**src/rtl/indexed_bit_reg_if.sv**
```systemverilog
// Bus bundle for indexed_bit_reg: bit write, shift/rotate control, indexed read
// and the registered state outputs.
interface indexed_bit_reg_if #(
  parameter int WIDTH = 8,
  parameter int IDX_W = 3
);
  logic             wr_en;
  logic [IDX_W-1:0] wr_index;
  logic             wr_data;
  logic             shift_en;
  logic             shift_dir;
  logic             shift_in;
  logic [IDX_W-1:0] rd_index;
  logic             O;
  logic [WIDTH-1:0] value;
  logic [IDX_W:0]   ones;

  modport master (
    output wr_en, wr_index, wr_data, shift_en, shift_dir, shift_in, rd_index,
    input  O, value, ones
  );

  modport slave (
    input  wr_en, wr_index, wr_data, shift_en, shift_dir, shift_in, rd_index,
    output O, value, ones
  );
endinterface

```
**src/rtl/indexed_bit_reg.sv**
```systemverilog
// Bit-addressable state register with shift/rotate, combinational indexed read
// and a registered population count that tracks the register contents.
module indexed_bit_reg #(
  parameter int               WIDTH  = 8,
  parameter int               IDX_W  = 3,
  parameter logic [WIDTH-1:0] INIT   = 8'hFE,
  parameter int               ROTATE = 0
) (
  input logic          CLK,
  input logic          RESET,
  indexed_bit_reg_if.slave bus
);

  localparam logic [IDX_W:0] LIMIT = (IDX_W+1)'(WIDTH);

  logic [WIDTH-1:0] s;
  logic [WIDTH-1:0] shifted;
  logic [WIDTH-1:0] s_next;
  logic [IDX_W:0]   ones_q;
  logic             fill_left;
  logic             fill_right;

  function automatic logic [IDX_W:0] popcount(input logic [WIDTH-1:0] v);
    logic [IDX_W:0] cnt;
    cnt = '0;
    for (int unsigned i = 0; i < WIDTH; i++) begin
      cnt = cnt + (IDX_W+1)'(v[i]);
    end
    return cnt;
  endfunction

  always_comb begin
    fill_left  = (ROTATE != 0) ? s[WIDTH-1] : bus.shift_in;
    fill_right = (ROTATE != 0) ? s[0]       : bus.shift_in;
  end

  // Write lands on top of the shifted value, so a same-cycle write wins its bit.
  always_comb begin
    shifted = s;
    if (bus.shift_en) begin
      if (!bus.shift_dir) begin
        shifted = {s[WIDTH-2:0], fill_left};
      end else begin
        shifted = {fill_right, s[WIDTH-1:1]};
      end
    end
    s_next = shifted;
    if (bus.wr_en && ({1'b0, bus.wr_index} < LIMIT)) begin
      s_next[bus.wr_index] = bus.wr_data;
    end
  end

  always_ff @(posedge CLK) begin
    if (RESET) begin
      s      <= INIT;
      ones_q <= popcount(INIT);
    end else begin
      s      <= s_next;
      ones_q <= popcount(s_next);
    end
  end

  assign bus.O     = ({1'b0, bus.rd_index} < LIMIT) ? s[bus.rd_index] : 1'b0;
  assign bus.value = s;
  assign bus.ones  = ones_q;

endmodule

```
**src/flat_wrapper.sv**
```systemverilog
// flat-port wrapper written by rule: the top's interface ports become plain ports
module indexed_bit_reg_flat 
#(
  parameter int               WIDTH  = 8,
  parameter int               IDX_W  = 3,
  parameter logic [WIDTH-1:0] INIT   = 8'hFE,
  parameter int               ROTATE = 0
)
  (CLK, RESET, bus_wr_en, bus_wr_index, bus_wr_data, bus_shift_en, bus_shift_dir, bus_shift_in, bus_rd_index, bus_O, bus_value, bus_ones);
  indexed_bit_reg_if #(.WIDTH(WIDTH), .IDX_W(IDX_W)) bus_i ();
  input logic CLK;
  input logic RESET;
  input wire logic [$bits(bus_i.wr_en)-1:0] bus_wr_en;
  input wire logic [$bits(bus_i.wr_index)-1:0] bus_wr_index;
  input wire logic [$bits(bus_i.wr_data)-1:0] bus_wr_data;
  input wire logic [$bits(bus_i.shift_en)-1:0] bus_shift_en;
  input wire logic [$bits(bus_i.shift_dir)-1:0] bus_shift_dir;
  input wire logic [$bits(bus_i.shift_in)-1:0] bus_shift_in;
  input wire logic [$bits(bus_i.rd_index)-1:0] bus_rd_index;
  output wire logic [$bits(bus_i.O)-1:0] bus_O;
  output wire logic [$bits(bus_i.value)-1:0] bus_value;
  output wire logic [$bits(bus_i.ones)-1:0] bus_ones;
  assign bus_i.wr_en = bus_wr_en;
  assign bus_i.wr_index = bus_wr_index;
  assign bus_i.wr_data = bus_wr_data;
  assign bus_i.shift_en = bus_shift_en;
  assign bus_i.shift_dir = bus_shift_dir;
  assign bus_i.shift_in = bus_shift_in;
  assign bus_i.rd_index = bus_rd_index;
  assign bus_O = bus_i.O;
  assign bus_value = bus_i.value;
  assign bus_ones = bus_i.ones;
  indexed_bit_reg #(.WIDTH(WIDTH), .IDX_W(IDX_W), .INIT(INIT), .ROTATE(ROTATE)) u_core (.CLK(CLK), .RESET(RESET), .bus(bus_i));
endmodule
```
**config.mk**
```make
export PLATFORM = sky130hd
export DESIGN_NAME = indexed_bit_reg_flat
export DESIGN_NICKNAME = d
export VERILOG_FILES = /design/src/rtl/indexed_bit_reg_if.sv /design/src/rtl/indexed_bit_reg.sv /design/src/flat_wrapper.sv
export SDC_FILE = /design/constraint.sdc
export NUM_CORES = 1
export LEC_CHECK = 0
export BUFFER_PORTS_ARGS = -buffer_cell sky130_fd_sc_hd__buf_4
export CAP_MARGIN = 20
export CORE_MARGIN = 3
export CORE_UTILIZATION = 51
export CTS_CLUSTER_DIAMETER = 50
export DETAILED_ROUTE_END_ITERATION = 6
export GPL_TIMING_DRIVEN = 0
export MAX_ROUTING_LAYER = met4
export PLACE_DENSITY = 0.88
export SYNTH_ARGS = -nofsm -noshare
export SYNTH_HDL_FRONTEND = slang
export SYNTH_SLANG_ARGS = --single-unit
export TNS_END_PERCENT = 10
```
**constraint.sdc**
```tcl
create_clock -name CLK -period 6.2 [get_ports CLK]
set_clock_uncertainty 0.15 [all_clocks]
set_input_delay 1.86 -clock CLK [delete_from_list [all_inputs] [get_ports CLK]]
set_output_delay 1.86 -clock CLK [all_outputs]
set_load 0.03 [all_outputs]
```
# Yosys cells after proc, flatten, opt, wreduce, memory -nomap -nowiden
# Cells that the tools add are included.
# totals
register_bits	12
word_cells	21
output_inout_bits	13
in_bits	13
# op_classes
mux	8
n_reduce_logical	1
n_lt_le_gt_ge	3
n_addsub	7
# op_table
operator	n
$add A4 B1 Y4	6
$mux W8	3
$bwmux W8	1
$lt A3 B4 Y1 const B	2
$bmux W1 S3	1
$demux W1 S3	1
$ge A3 B1 Y1 const B	1
$add A1 B1 Y2	1
$mux W1	2
$logic_and A1 B1 Y1	1

# Longest topological paths before layout
# Gate-level depths: netlist of the first run.
# depth
word_depth	13
ltp_mapped	14
ltp_nobuf	13

# Worst setup path after synthesis of the first run
# No wires, ideal clock.
# synth_path
path_type	input-to-reg
start	input bus_wr_index[1]
end	register u_core.ones_q[1] (netlist: u_core.bus.ones[1])
arrival_time_ps	4806
setup_time_ps	59
stages	13
path_buffers	1
setup_slack_ps	1185
required_time_ps	5991
cell_sequence	buf_2 > and4bb_2 > a211oi_2 > a21o_1 > ha_1 > inv_1 > fa_1 > inv_1 > fa_1 > fa_1 > inv_1 > fa_1 > nand2_1
# synth_via
elab_chain_cells	13
elab_cells_between_ends	14
classes_between	add/sub: 7; order compare: 2; mux: 4; reduce/logical: 1
# synth_rtl
item	line	rtl
start: declaration	flat_wrapper.sv:14	input wire logic [$bits(bus_i.wr_index)-1:0] bus_wr_index;
$lt A3 B4 Y1 (not written as such) / $ge A3 B1 Y1 (equally long branches)	indexed_bit_reg.sv:49	s_next[bus.wr_index] = bus.wr_data;
$logic_and A1 B1 Y1 (not written as such)	indexed_bit_reg.sv:49	
$mux W1 (not written as such)	indexed_bit_reg.sv:49	
$demux W1 S3 (*)	-	
$bwmux W8 (*)	indexed_bit_reg.sv:49	
$mux W8 (*)	indexed_bit_reg.sv:48	if (bus.wr_en && ({1'b0, bus.wr_index} < LIMIT)) begin
via u_core.s_next[1]	indexed_bit_reg.sv:18	logic [WIDTH-1:0] s_next;
$add A1 B1 Y2 (*)	indexed_bit_reg.sv:27	cnt = cnt + (IDX_W+1)'(v[i]);
$add A4 B1 Y4 (*) (6 in a row)	indexed_bit_reg.sv:27	
end signal: assignment	indexed_bit_reg.sv:56	ones_q <= popcount(INIT);
end signal: assignment	indexed_bit_reg.sv:59	ones_q <= popcount(s_next);
end: declaration	indexed_bit_reg.sv:19	logic [IDX_W:0] ones_q;
# The timed path passes the listed nets; every way through them passes the cells marked *.
# A chain may end at the register's enable or synchronous reset.

# Final worst setup path of the first run
# layout_path
start	input bus_wr_index[0]
end	register u_core.ones_q[1] (netlist: u_core.bus.ones[1])
# Same word-level chain as after synthesis.

==> results.ini, run 1 <==
[worst_setup_path]
path_max_fanout=10
critical_path_arrival_ns=5.12
start_kind=input port
path_class=input port to register
cp.required_ns=6.28
end_kind=register

[cells_and_area]
nets=147
layout-drive-gt1-share_pct=31.7
syn2layout_area_growth_pct=25.5
final_cell_mix=25 x buf_4, 12 x dfxtp_1, 11 x nor2_1
final_common_cell=buf_4
stdcell_area_mm2=0.00118
layoutNonFillerInstCount=150
fill_cells=129
n_antenna_cell=0
fin_util_pct=73.0

[clock_network]
clock-sinks=12
clockBufferDepth=2
cts_buffers=3
postCtsSetupBuffers=0
htreeDepth=1
clk_pin_slew_ns=0.07
ctsRootBufferMaster=clkbuf_4
cts_tree=done
cts-resized-gates=0
cts.hold.buffers_added=0
clk_latency_ns=0.29

[power]
p_switching_mw=0.0998
combPwrFrac_pct=42.1
p_leak_nw=0.572
p_clk_share_pct=23.6
cellPowerDensity_mw_per_mm2=232
vdd_ir_drop_max_mv=0.176
seq_power_share_pct=34.2
internal_power_mw=0.173
swShare_pct=36.6

[grt]
grt_pass1_vias=912
antenna_found_initial=0
grt.total_usage_pct=21.8
gr-total-overflow=0
grt_pass1_wl_um=3990
grt_max_degree=11

[logic_synthesis]
syn-instance-count=99
avgSynthCellArea_um2=9.47
ys_seq_elements=12
synth_largest_area_cell=dfxtp_1
synth_seq_area_share_pct=25.6
synth_area_um2=937
yosysTopAreaCellShare_pct=25.6
ys_top_cells_by_area=dfxtp_1 26%, fa_1 8.5%, mux2i_1 8.5%
ys_types=33
ys.warnings.count=0
syn_nets=119

[sta]
fmax_ghz=0.198
rsz0062_at_grt=no
period_share_pct=81.4
hold_viol_final=0
whs_ns=0.566
worst_pin_slew_ns=0.331
slew_headroom_pct=77.8
slew_viol_final=0
finalSetupTns_ns=0
finalSetupViolCount=0
finalCriticalPeriod_ns=5.05

[floorplan]
ioPinCount=26
die_w_um=48.9
initial_core_util_pct=58.2
dieArea_mm2=0.00239
num_rows=14
core-area_mm2=0.00161
die_h_um=48.9

[run]
maxCapViolations=0

[drt]
dr.pass1.iters=6
drc=0
vias=892
wire_per_inst_um=16.3
first_iter_violations=26
routed_wl_um=2450
antenna_left=0
via_per_inst=5.95

[min_path]
holdCritPathClass=register to register

[place]
hpwl_um=1930
port_buffers=23
dpl_cell_area_mm2=0.00114
dp.cells=146
gp_congestion=0.849

[outcome]
status=finished clean

-- cell families after synthesis --
logic type	count (synthesis)	share of synthesized area, %
xor gates and xnor gates	1	0.935
muxes	11	15.4
DFF	12	25.6
AOI/OAI and AO/OA	22	17.9
adders and majority gates	7	12.6
buffers and inverters	14	7.08
and+or+nand+nor	32	20.6
-- worst max-delay path: stages --
cell and delay [ns]:
buf_4 0.11, buf_2 0.17, nor2_1 0.27, a221o_1 0.26
nand2_1 0.06, ha_1 0.27, inv_1 0.05, fa_1 0.54
inv_1 0.06, fa_1 0.49, fa_1 0.43, inv_1 0.09
fa_1 0.40, nand2_1 0.06
-- Yosys cell counts --
| cell | count |
|---|---|
| a211o_1 | 6 |
| a211oi_1 | 1 |
| a211oi_2 | 2 |
| a21o_1 | 1 |
| a21oi_1 | 3 |
| a221o_1 | 1 |
| and3_1 | 1 |
| and4_1 | 1 |
| and4b_1 | 3 |
| and4bb_2 | 2 |
| buf_2 | 3 |
| buf_4 | 2 |
| clkbuf_2 | 2 |
| dfxtp_1 | 12 |
| fa_1 | 4 |
| ha_1 | 3 |
| inv_1 | 7 |
| mux2_2 | 1 |
| mux2i_1 | 8 |
| mux4_1 | 2 |
| nand2_1 | 4 |
| nand2b_1 | 2 |
| nand3_1 | 2 |
| nand3b_1 | 1 |
| nor2_1 | 11 |
| nor2b_1 | 1 |
| nor3b_1 | 1 |
| nor4bb_1 | 1 |
| o211ai_1 | 4 |
| o21ai_0 | 4 |
| or2_2 | 1 |
| or3_1 | 1 |
| xor2_1 | 1 |
-- per-stage QoR --
step	total power, mW	setup WS (ns)
5_1_grt	0.292	1.02
3_5_place_dp	0.211	0.869
2_1_floorplan	0.173	1.19
4_1_cts	0.274	1.16
3_3_place_gp	0.206	0.949
6_report	0.272	1.15
-- routing by layer --
| metal | vias to the layer above | track usage, % | wire length (um) |
|---|---|---|---|
| met1 | 432 | 22.5 | 983 |
| met5 | - | - | 0 |
| met3 | 7 | 5.81 | 121 |
| li1 | 420 | - | - |
| met2 | 33 | 39.1 | 1290 |
| met4 | 0 | 8.53 | 51 |
-- power groups by stage --
stage	clock network (mW)	registers, mW	logic (mW)
4_1_cts	0.0652	0.0932	0.116
6_report	0.0644	0.0933	0.115
5_1_grt	0.0702	0.0951	0.127
2_1_floorplan	0	0.115	0.0576
3_3_place_gp	0	0.0946	0.111
3_5_place_dp	0	0.0950	0.116
-- layout make-up --
cell class | instances | area, um2 | area share (%)
Sequential cell | 12 | 240 | 20.4
Inverter | 7 | 26.3 | 2.23
Timing Repair Buffer | 23 | 173 | 14.7
Buffer | 7 | 40.0 | 3.40
Tap cell | 24 | 30.0 | 2.55
Clock buffer | 4 | 36.3 | 3.09
Multi-Input combinational cell | 73 | 631 | 53.6
-- final timing paths --
kind | startpoint | end | slack [ns] | cells past startpoint
hold / removal | u_core.bus.value[3]$_SDFF_PP1_ | u_core.bus.value[3]$_SDFF_PP1_ | 0.57 | 3
setup / recovery | bus_wr_index[0] | u_core.bus.ones[1]$_SDFF_PP1_ | 1.15 | 14
hold reg to reg | u_core.bus.value[3]$_SDFF_PP1_ | u_core.bus.value[3]$_SDFF_PP1_ | 0.57 | 3
setup reg to reg | u_core.bus.value[1]$_SDFF_PP1_ | u_core.bus.ones[1]$_SDFF_PP1_ | 2.79 | 12
-- flip-flops by register name (all words and copies together) (netlist names) --
name / flops
u_core.bus.ones: 4
u_core.bus.value: 8
(Power assumes the default switching activity.)
==> inputs of run 2 (changes only) <==
--- a/config.mk
+++ b/config.mk
@@ -5,15 +5,16 @@
 export SDC_FILE = /design/constraint.sdc
 export NUM_CORES = 1
 export LEC_CHECK = 0
+export ABC_AREA = 1
 export BUFFER_PORTS_ARGS = -buffer_cell sky130_fd_sc_hd__buf_4
 export CAP_MARGIN = 20
 export CORE_MARGIN = 3
-export CORE_UTILIZATION = 51
+export CORE_UTILIZATION = 46
 export CTS_CLUSTER_DIAMETER = 50
 export DETAILED_ROUTE_END_ITERATION = 6
 export GPL_TIMING_DRIVEN = 0
 export MAX_ROUTING_LAYER = met4
-export PLACE_DENSITY = 0.88
+export PLACE_DENSITY = 0.84
 export SYNTH_ARGS = -nofsm -noshare
 export SYNTH_HDL_FRONTEND = slang
 export SYNTH_SLANG_ARGS = --single-unit
==> constraint.sdc (replaced) <==
create_clock -name CLK -period 4.3 [get_ports CLK]
set_clock_uncertainty 0.15 [all_clocks]
set_input_delay 1.29 -clock CLK [delete_from_list [all_inputs] [get_ports CLK]]
set_output_delay 1.29 -clock CLK [all_outputs]
set_load 0.03 [all_outputs]
==> results.ini, run 2 <==
[cells_and_area]
stdcell_area_mm2=0.00120
nets=191
n_antenna_cell=0
final_cell_mix=49 x nand2_1, 25 x buf_4, 20 x nand3_1
largest_reg_flops=8
layoutNonFillerInstCount=195
layout-drive-gt1-share_pct=28.2
syn2layout_area_growth_pct=28.1
final_common_cell=nand2_1

[sta]
finalCriticalPeriod_ns=4.12
period_share_pct=95.9
rsz0062_at_grt=no
fmax_ghz=0.242
slew_headroom_pct=82.2
finalSetupViolCount=0
hold_viol_final=0
slew_viol_final=0
worst_pin_slew_ns=0.265

[power]
vdd_ir_drop_max_mv=0.338
p_leak_nw=0.644
cellPowerDensity_mw_per_mm2=362

[clock_network]
clock-sinks=12
postCtsSetupBuffers=0
ctsRootBufferMaster=clkbuf_4
cts_tree=done
htreeDepth=1
clockBufferDepth=2
clk_latency_ns=0.28
cts.hold.buffers_added=0
cts_buffers=3
clk_pin_slew_ns=0.08

[floorplan]
core-area_mm2=0.00182
die_w_um=51.2
ioPinCount=26
num_rows=15
initial_core_util_pct=51.6
die_h_um=51.2
dieArea_mm2=0.00262

[place]
dpl_cell_area_mm2=0.00116
gp_congestion=0.843
hpwl_um=1920
dp.cells=191
port_buffers=24

[logic_synthesis]
ys_top_cells_by_area=dfxtp_1 26%, nand2_1 20%, nand3_1 11%
synth_most_common_cell=nand2_1
synthFlopType=dfxtp_1
synth_largest_area_cell=dfxtp_1
ys_seq_elements=12
avgSynthCellArea_um2=6.62
synth_seq_area_share_pct=25.6
synth_commonest_cells=49 x nand2_1, 20 x inv_1, 20 x nand3_1
syn_nets=162
syn-instance-count=142
async_flop_share_pct=0
synth_area_um2=940
ys.warnings.count=0
yosysTopAreaCellShare_pct=25.6
synth_edf_count=0
ys_types=21

[worst_setup_path]
critical_path_arrival_ns=4.20
crit_start=bus_shift_en
path_class=input port to register
endpoint=u_core.bus.ones[1]$_SDFF_PP1_
cp.required_ns=4.37
start_kind=input port
path_max_fanout=10
ff2ff_path_depth=15
r2r_slack_ns=1.00
rr_startpoint=u_core.bus.value[1]$_SDFF_PP1_
rr_endpoint=u_core.bus.ones[1]$_SDFF_PP1_
end_kind=register

[grt]
grt.total_usage_pct=19.8
antenna_found_initial=0
grt_max_degree=11
grt_pass1_vias=970
grt_pass1_wl_um=3970
gr-total-overflow=0

[drt]
drc=0
routed_wl_um=2250
via_per_inst=4.97
vias=970
dr.pass1.iters=4
wire_per_inst_um=11.5
antenna_left=0
first_iter_violations=8

[run]
maxCapViolations=0

[outcome]
status=finished clean

[min_path]
hold_start=u_core.bus.value[7]$_SDFF_PP1_
holdCritPathClass=register to register

-- run 2: what timing repair did --
item | 4_1_cts | 5_1_grt
setup endpoints to repair | 1 | 2
pin swaps | 0 | 3
resized for setup | 1 | 4
-- run 2: stage by stage --
step	hold WS [ns]	util, %	setup slack [ns]	TNS (ns)	total power [mW]
global route	0.501	66.1	0.0179	0	0.464
CTS	0.451	65.6	0.0269	0	0.436
global placement	0.430	63.5	-0.185	-0.392	0.337
finish	0.449	66.1	0.175	0	0.435
detailed placement	0.430	63.5	-0.310	-0.703	0.346
floorplan	0.572	-	-0.00828	-0.00828	0.277
-- run 2: cell families after synthesis --
family	synth area share [%]
AND/OR/NAND/NOR	40.2
flip-flops	25.6
AO/OA/AOI/OAI	10.4
buffers and inverters	11.3
adder cells (fa/ha/maj)	12.5
-- run 2: cell type report --
cell class | count | area, um2
plain buffers | 2 | 15.0
clock buffers | 4 | 36.3
fillers | 172 | 617
inverters | 25 | 96.3
multi-input cells | 103 | 604
flip-flops and latches | 12 | 240
well taps | 25 | 31.3
repair buffers | 24 | 180
-- run 2: report_power, final --
group / total, mW / internal, mW / switching [mW]
combinational: 0.205 / 0.0828 / 0.122
sequential: 0.139 / 0.130 / 0.00973
clock: 0.0910 / 0.0515 / 0.0395
-- run 2: worst min path at each step --
stage	to	slack, ns	cells past startpoint
floorplan	u_core.bus.value[5]$_SDFF_PP1_	0.57	2
global placement	u_core.bus.value[7]$_SDFF_PP1_	0.43	2
detailed placement	u_core.bus.value[7]$_SDFF_PP1_	0.43	2
CTS	u_core.bus.value[7]$_SDFF_PP1_	0.45	2
global route	u_core.bus.value[7]$_SDFF_PP1_	0.50	2
finish	u_core.bus.value[7]$_SDFF_PP1_	0.45	2
-- run 2: layer usage --
layer  global-route usage (%)  vias to the layer above  wire length, um
li1                         -                      505                -
met1                     22.9                      433              958
met2                     35.8                       27             1140
met3                     1.75                        5              111
met4                     6.73                        0               34
met5                        -                        -                0
-- run 2: critical path, stage by stage --
cell,delay (ns)
buf_4,0.12
clkbuf_4,0.18
nand3_1,0.11
nand3_1,0.07
nand2_1,0.08
inv_1,0.05
ha_1,0.27
inv_1,0.06
fa_1,0.53
inv_1,0.05
fa_1,0.45
fa_2,0.36
inv_1,0.08
fa_2,0.42
nand2_1,0.07
